==> config.mk <==
export PLATFORM = sky130hd
export DESIGN_NAME = cus43_tile_pixel_flat
export DESIGN_NICKNAME = d
export VERILOG_FILES = /design/src/rtl/cus43_tile_pixel_if.sv /design/src/rtl/cus43_tile_pixel.sv /design/src/flat_wrapper.sv
export SDC_FILE = /design/constraint.sdc
export NUM_CORES = 1
export LEC_CHECK = 0
export BUFFER_PORTS_ARGS = -buffer_cell sky130_fd_sc_hd__buf_2
export CELL_PAD_IN_SITES_DETAIL_PLACEMENT = 1
export CELL_PAD_IN_SITES_GLOBAL_PLACEMENT = 2
export CORE_MARGIN = 1
export CORE_UTILIZATION = 48
export CTS_BUF_LIST = sky130_fd_sc_hd__clkbuf_8
export CTS_CLUSTER_DIAMETER = 100
export DETAILED_ROUTE_END_ITERATION = 16
export PLACE_DENSITY_LB_ADDON = 0.1
export SYNTH_ARGS = -nofsm -noshare
export SYNTH_HDL_FRONTEND = slang
export SYNTH_SLANG_ARGS = --single-unit
==> constraint.sdc <==
create_clock -name CLK_6M -period 2.2 [get_ports CLK_6M]
set_input_delay 0 -clock CLK_6M [delete_from_list [all_inputs] [get_ports CLK_6M]]
set_output_delay 0 -clock CLK_6M [all_outputs]
set_load 0.01 [all_outputs]
==> src/rtl/cus43_tile_pixel_if.sv <==
// cus43_tile_pixel_if: pixel-stage bus between the tile/ROM data path and the palette stage.
// Signals:
//   nHSYNC   low holds the cell counter at 0
//   FLIP     1 = serialise LSB-first
//   RD       tile SRAM attribute byte
//   GD       graphics ROM bitplane byte
//   SCROLLA  layer A fine X scroll (0-7)
//   SCROLLB  layer B fine X scroll (0-7)
//   DOT      merged pen
//   COLOR    merged colour/attribute
//   LAYER    0 = layer A won, 1 = layer B or background
//   CELL     current cell counter (slot phase)
// Modports: master drives the inputs and observes the pixel; slave is the pixel stage.
interface cus43_tile_pixel_if;
    logic       nHSYNC;
    logic       FLIP;
    logic [7:0] RD;
    logic [7:0] GD;
    logic [2:0] SCROLLA;
    logic [2:0] SCROLLB;
    logic [2:0] DOT;
    logic [7:0] COLOR;
    logic       LAYER;
    logic [2:0] CELL;
    modport master (
        output nHSYNC, FLIP, RD, GD, SCROLLA, SCROLLB,
        input  DOT, COLOR, LAYER, CELL
    );
    modport slave (
        input  nHSYNC, FLIP, RD, GD, SCROLLA, SCROLLB,
        output DOT, COLOR, LAYER, CELL
    );
endinterface

==> src/rtl/cus43_tile_pixel.sv <==
// cus43_tile_pixel: captures tile attributes and bitplanes, serialises two layers, fine-scrolls and priority-merges them.
// Ports:
//   CLK_6M  pixel clock, all state on the rising edge
//   nRST    asynchronous active-low reset
//   bus     cus43_tile_pixel_if.slave (nHSYNC, FLIP, RD, GD, SCROLLA, SCROLLB in; DOT, COLOR, LAYER, CELL out)
// Parameters: TRANSPARENT_PEN (pen ignored by the merge), BG_COLOR (colour when both layers are transparent).
// Build option: define CUS43_PRIORITY_EN to let attrB[7] put an opaque layer-B pen above an opaque layer-A pen.
module cus43_tile_pixel #(
    parameter logic [2:0] TRANSPARENT_PEN = 3'd7,
    parameter logic [7:0] BG_COLOR        = 8'h00
) (
    input logic               CLK_6M,
    input logic               nRST,
    cus43_tile_pixel_if.slave bus
);
    logic [2:0]  r_cell;
    logic [7:0]  r_stg_attr_a, r_stg_attr_b;
    logic [7:0]  r_stg_a [3];
    logic [7:0]  r_stg_b [2];
    logic [7:0]  r_sh_a [3];
    logic [7:0]  r_sh_b [3];
    logic [7:0]  r_attr_a, r_attr_b;
    logic [10:0] r_dl_a [7];
    logic [10:0] r_dl_b [7];
    logic [2:0]  r_dot;
    logic [7:0]  r_color;
    logic        r_layer;

    logic        w_load;
    logic [2:0]  w_pen_a, w_pen_b;
    logic [10:0] w_line_a [8];
    logic [10:0] w_line_b [8];
    logic [10:0] w_tap_a, w_tap_b;
    logic        w_a_op, w_b_op, w_b_win;

    // The last slot of a cell hands the whole tile to the shifters; p2B comes straight off GD.
    assign w_load = bus.nHSYNC && (r_cell == 3'd7);

    always_ff @(posedge CLK_6M or negedge nRST) begin
        if (!nRST) r_cell <= 3'd0;
        else       r_cell <= bus.nHSYNC ? r_cell + 3'd1 : 3'd0;
    end

    always_ff @(posedge CLK_6M or negedge nRST) begin
        if (!nRST) begin
            r_stg_attr_a <= 8'h00;
            r_stg_attr_b <= 8'h00;
            for (int i = 0; i < 3; i++) r_stg_a[i] <= 8'h00;
            for (int i = 0; i < 2; i++) r_stg_b[i] <= 8'h00;
        end else begin
            if (r_cell == 3'd0) r_stg_attr_a <= bus.RD;
            if (r_cell == 3'd1) r_stg_attr_b <= bus.RD;
            if (r_cell == 3'd2) r_stg_a[0]   <= bus.GD;
            if (r_cell == 3'd3) r_stg_b[0]   <= bus.GD;
            if (r_cell == 3'd4) r_stg_a[1]   <= bus.GD;
            if (r_cell == 3'd5) r_stg_b[1]   <= bus.GD;
            if (r_cell == 3'd6) r_stg_a[2]   <= bus.GD;
        end
    end

    // The load edge presents pixel 0 directly; every other edge shifts with zero fill.
    always_ff @(posedge CLK_6M or negedge nRST) begin
        if (!nRST) begin
            r_attr_a <= 8'h00;
            r_attr_b <= 8'h00;
            for (int i = 0; i < 3; i++) begin
                r_sh_a[i] <= 8'h00;
                r_sh_b[i] <= 8'h00;
            end
        end else if (w_load) begin
            r_attr_a  <= r_stg_attr_a;
            r_attr_b  <= r_stg_attr_b;
            r_sh_a[0] <= r_stg_a[0];
            r_sh_a[1] <= r_stg_a[1];
            r_sh_a[2] <= r_stg_a[2];
            r_sh_b[0] <= r_stg_b[0];
            r_sh_b[1] <= r_stg_b[1];
            r_sh_b[2] <= bus.GD;
        end else begin
            for (int i = 0; i < 3; i++) begin
                r_sh_a[i] <= bus.FLIP ? r_sh_a[i] >> 1 : r_sh_a[i] << 1;
                r_sh_b[i] <= bus.FLIP ? r_sh_b[i] >> 1 : r_sh_b[i] << 1;
            end
        end
    end

    assign w_pen_a = bus.FLIP ? {r_sh_a[2][0], r_sh_a[1][0], r_sh_a[0][0]}
                              : {r_sh_a[2][7], r_sh_a[1][7], r_sh_a[0][7]};
    assign w_pen_b = bus.FLIP ? {r_sh_b[2][0], r_sh_b[1][0], r_sh_b[0][0]}
                              : {r_sh_b[2][7], r_sh_b[1][7], r_sh_b[0][7]};

    // Tap 0 is the live shifter output; tap n is that output n clocks ago.
    always_comb begin
        w_line_a[0] = {r_attr_a, w_pen_a};
        w_line_b[0] = {r_attr_b, w_pen_b};
        for (int i = 1; i < 8; i++) begin
            w_line_a[i] = r_dl_a[i-1];
            w_line_b[i] = r_dl_b[i-1];
        end
    end

    always_ff @(posedge CLK_6M or negedge nRST) begin
        if (!nRST) begin
            for (int i = 0; i < 7; i++) begin
                r_dl_a[i] <= 11'd0;
                r_dl_b[i] <= 11'd0;
            end
        end else begin
            r_dl_a[0] <= w_line_a[0];
            r_dl_b[0] <= w_line_b[0];
            for (int i = 1; i < 7; i++) begin
                r_dl_a[i] <= r_dl_a[i-1];
                r_dl_b[i] <= r_dl_b[i-1];
            end
        end
    end

    assign w_tap_a = w_line_a[bus.SCROLLA];
    assign w_tap_b = w_line_b[bus.SCROLLB];
    assign w_a_op  = w_tap_a[2:0] != TRANSPARENT_PEN;
    assign w_b_op  = w_tap_b[2:0] != TRANSPARENT_PEN;
`ifdef CUS43_PRIORITY_EN
    assign w_b_win = w_b_op && (!w_a_op || w_tap_b[10]);
`else
    assign w_b_win = w_b_op && !w_a_op;
`endif

    always_ff @(posedge CLK_6M or negedge nRST) begin
        if (!nRST) begin
            r_dot   <= 3'd0;
            r_color <= 8'h00;
            r_layer <= 1'b0;
        end else begin
            r_dot   <= w_b_win ? w_tap_b[2:0]  : w_a_op ? w_tap_a[2:0]  : TRANSPARENT_PEN;
            r_color <= w_b_win ? w_tap_b[10:3] : w_a_op ? w_tap_a[10:3] : BG_COLOR;
            r_layer <= w_b_win || !w_a_op;
        end
    end

    assign bus.DOT   = r_dot;
    assign bus.COLOR = r_color;
    assign bus.LAYER = r_layer;
    assign bus.CELL  = r_cell;
endmodule
==> src/flat_wrapper.sv <==
// flat-port wrapper written by rule: the top's interface ports become plain ports
module cus43_tile_pixel_flat 
#(
    parameter logic [2:0] TRANSPARENT_PEN = 3'd7,
    parameter logic [7:0] BG_COLOR        = 8'h00
)
  (CLK_6M, nRST, bus_nHSYNC, bus_FLIP, bus_RD, bus_GD, bus_SCROLLA, bus_SCROLLB, bus_DOT, bus_COLOR, bus_LAYER, bus_CELL);
  cus43_tile_pixel_if bus_i ();
  input logic CLK_6M;
  input logic nRST;
  input wire logic [$bits(bus_i.nHSYNC)-1:0] bus_nHSYNC;
  input wire logic [$bits(bus_i.FLIP)-1:0] bus_FLIP;
  input wire logic [$bits(bus_i.RD)-1:0] bus_RD;
  input wire logic [$bits(bus_i.GD)-1:0] bus_GD;
  input wire logic [$bits(bus_i.SCROLLA)-1:0] bus_SCROLLA;
  input wire logic [$bits(bus_i.SCROLLB)-1:0] bus_SCROLLB;
  output wire logic [$bits(bus_i.DOT)-1:0] bus_DOT;
  output wire logic [$bits(bus_i.COLOR)-1:0] bus_COLOR;
  output wire logic [$bits(bus_i.LAYER)-1:0] bus_LAYER;
  output wire logic [$bits(bus_i.CELL)-1:0] bus_CELL;
  assign bus_i.nHSYNC = bus_nHSYNC;
  assign bus_i.FLIP = bus_FLIP;
  assign bus_i.RD = bus_RD;
  assign bus_i.GD = bus_GD;
  assign bus_i.SCROLLA = bus_SCROLLA;
  assign bus_i.SCROLLB = bus_SCROLLB;
  assign bus_DOT = bus_i.DOT;
  assign bus_COLOR = bus_i.COLOR;
  assign bus_LAYER = bus_i.LAYER;
  assign bus_CELL = bus_i.CELL;
  cus43_tile_pixel #(.TRANSPARENT_PEN(TRANSPARENT_PEN), .BG_COLOR(BG_COLOR)) u_core (.CLK_6M(CLK_6M), .nRST(nRST), .bus(bus_i));
endmodule
==> flow_metrics.env <==
export IMPL_initial_core_util=0.4917
export IMPL_p_int_mw=9.268
export IMPL_holdBufCountCts=19
export IMPL_r2r_start="u_core.r_dl_a[46]"
export IMPL_yosysTopAreaCell="dfrtp_1"
export IMPL_leakagePower_nw=6.019
export IMPL_io_buffers=40
export IMPL_synth_edf_count=0
export IMPL_syn_num_nets=697
export IMPL_synthTopCellsByCount="289 x dfrtp_1, 81 x mux2_2, 66 x nand2_1, 48 x o21ai_0, 46 x mux2i_1"
export IMPL_status="completed"
export IMPL_drt_wirelength_per_cell_um=20.40
export IMPL_finalHoldViolCount=0
export IMPL_cts_tree="yes"
export IMPL_max_stage_delay_ns=0.63
export IMPL_p_seq_frac=0.524
export IMPL_drt_initial_drc_count=233
export IMPL_skew_ns=0.01589
export IMPL_synth_distinct_cells=33
export IMPL_dpl_hpwl_um=14380
export IMPL_grt_pass1_wl_um=36100
export IMPL_area_delta_synth_final_pct=16.84
export IMPL_grt_pass1_vias=6512
export IMPL_fin_crit_ns=2.011
export IMPL_postCtsSetupRepairBufs=0
export IMPL_cp_top_family="simple AND/OR/NAND/NOR gates"
export IMPL_pwr_share_clk=0.389
export IMPL_worst_r2r_path_depth=5
export IMPL_cp_required_ns=2.58
export IMPL_avgSynthCellArea_um2=16.19
export IMPL_synth_area_top_cells="dfrtp_1 67%, mux4_2 8.8%, mux2_2 8.5%"
export IMPL_post_cts_resized=0
export IMPL_clk_pin_slew_ns=0.06
export IMPL_ys_async_sr_fraction=1.000
export IMPL_drc_errors=0
export IMPL_yosysMostFrequentCell="dfrtp_1"
export IMPL_yosys_register_bits=289
export IMPL_syn_cell_area_um2=10760
export IMPL_grt_overflow_total=0
export IMPL_die_w_um=151.8
export IMPL_worst_pin_slew_ns=0.7013
export IMPL_fmax_ghz=0.4973
export IMPL_whs_ns=0.06549
export IMPL_crit_buf_inv=0
export IMPL_clock_latency_ns=0.54
export IMPL_cp_start_kind="register"
export IMPL_nFillCells=2023
export IMPL_cts_buffers=47
export IMPL_switching_share=0.2355
export IMPL_cp_end_kind="register"
export IMPL_via_per_inst=5.355
export IMPL_setup_viol=0
export IMPL_synth_ff_type="dfrtp_1"
export IMPL_core_area_um2=21890
export IMPL_maxSlewHeadroom=0.5325
export IMPL_rsz0062_at_grt="no"
export IMPL_path_max_fanout=11
export IMPL_drive_above_1_share=0.3392
export IMPL_power_per_cell_area_nw_per_um2=963.9
export IMPL_clk_path_buf_depth=3
export IMPL_yosys_area_top_type_share=0.6719
export IMPL_r2r_end="u_core.bus.COLOR[5]"
export IMPL_r2r_setup_slack_ns=0.19
export IMPL_antenna_found_initial=0
export IMPL_critical_path_class="register to register"
export IMPL_netlist_instances=665
export IMPL_holdCritPathClass="primary input to async pin"
export IMPL_crit_chain="mux2i_1 > and2_1 > o41ai_4 > nor3b_2 > o32ai_1"
export IMPL_rows=54
export IMPL_cp_arrival_ns=2.39
export IMPL_cts_root_buf="clkbuf_8"
export IMPL_grt_usage=0.2074
export IMPL_num_vias=5746
export IMPL_slowest_stage="nor3b_2"
export IMPL_fin_setup_tns_ns=0
export IMPL_grt_max_degree=93
export IMPL_period_share=0.9140
export IMPL_p_comb_frac=0.087
export IMPL_ant_nets=0
export IMPL_wl_um=21890
export IMPL_numClockSinks=289
export IMPL_place_congestion=0.8507
export IMPL_drv_cap=0
export IMPL_drtPass1Iterations=4
export IMPL_n_antenna_cell=0
export IMPL_p_sw_mw=2.855
export IMPL_nets=791
export IMPL_slew_viol_final=0
export IMPL_io_pins=41
export IMPL_htree_levels=2
export IMPL_die_h_um=151.8
export IMPL_synth_warnings=0
export IMPL_ys_seq_area_frac=0.6719
export IMPL_dieArea_um2=23030
export IMPL_ir_drop_v=0.0005196
[stage by stage]
step / cell area [um^2] / worst slack, ns / util / cells / power (mW)
2_1_floorplan: 10760 / 0.1786 / - / 665 / 6.994
3_3_place_gp: 11400 / 0.3168 / 0.5210 / 971 / 7.406
3_5_place_dp: 11400 / 0.2078 / 0.5210 / 971 / 7.494
4_1_cts: 12580 / 0.1810 / 0.5745 / 1073 / 12.33
5_1_grt: 12580 / 0.03067 / 0.5745 / 1073 / 12.69
6_report: 12580 / 0.1891 / 0.5745 / 1073 / 12.12
[final cells by class]
type / instances / area [um^2] / share of cell area
inverter: 4 / 15.01 / 0.001194
tap: 280 / 350.3 / 0.02786
sequential: 289 / 7232 / 0.5750
clock inverter: 19 / 101.3 / 0.008058
timing repair buffer: 83 / 668.1 / 0.05312
multi-input combinational: 334 / 3329 / 0.2647
clock buffer: 64 / 880.8 / 0.07004
[state kept, by name (all words and copies together) (netlist names)]
register and count:
u_core.r_attr_a 8, u_core.r_attr_b 8, u_core.r_stg_a 24, u_core.r_stg_attr_b 8, u_core.bus.DOT 3, u_core.r_dl_a 77, u_core.bus.CELL 3, u_core.bus.LAYER 1
u_core.r_sh_a 24, u_core.r_sh_b 24, u_core.bus.COLOR 8, u_core.r_dl_b 77, u_core.r_stg_b 16, u_core.r_stg_attr_a 8
[worst max-delay path by stage]
stage | from | end | slack [ns] | cells after the start
6_report | u_core.r_dl_a[46] | u_core.bus.COLOR[5] | 0.19 | 5
5_1_grt | u_core.r_dl_a[46] | u_core.bus.COLOR[0] | 0.03 | 5
4_1_cts | u_core.r_dl_a[46] | u_core.bus.COLOR[5] | 0.18 | 5
3_5_place_dp | u_core.r_dl_a[46] | u_core.bus.COLOR[5] | 0.21 | 5
3_3_place_gp | bus_FLIP | u_core.bus.COLOR[5] | 0.32 | 6
2_1_floorplan | u_core.bus.CELL[0] | u_core.r_attr_a[0] | 0.18 | 6
[power by group through the flow]
stage / Sequential [mW] / Clock [mW] / Combinational, mW
after floorplan: 6.29 / 0 / 0.707
after global placement: 6.39 / 0 / 1.01
after detailed placement: 6.44 / 0 / 1.06
after CTS: 6.35 / 4.89 / 1.09
after global routing: 6.43 / 5.10 / 1.17
final: 6.35 / 4.71 / 1.06
[metal layers]
layer	vias to the layer above	global-route usage	routed length, um
met5	-	0	0
met4	0	0.06634	399
met3	35	0.03533	752
met2	107	0.3391	10770
met1	3039	0.2836	9959
li1	2565	-	-
[kinds of logic after synthesis]
family,synth area share
fa+ha+maj,0.006974
compound gates,0.03510
simple gates,0.03662
buf+inv,0.01906
flops,0.6719
mux,0.2304
[placed cells by master, fill, tap and decap left out, types with 4 or more instances in the layout]
cell type	netlist	final
mux2i_1	46	46
clkbuf_8	0	64
ha_1	6	6
nand2_1	66	66
nand2b_1	6	6
dfrtp_1	289	289
buf_4	2	17
dlygate4sd3_1	0	19
o32ai_1	8	8
mux4_2	42	42
mux2_2	81	81
mux2_4	4	4
buf_2	11	39
buf_12	0	7
mux2i_4	4	4
nor2b_1	5	5
o21ai_0	48	48
inv_1	4	19
Note: power is estimated with default switching activity, not from simulation.
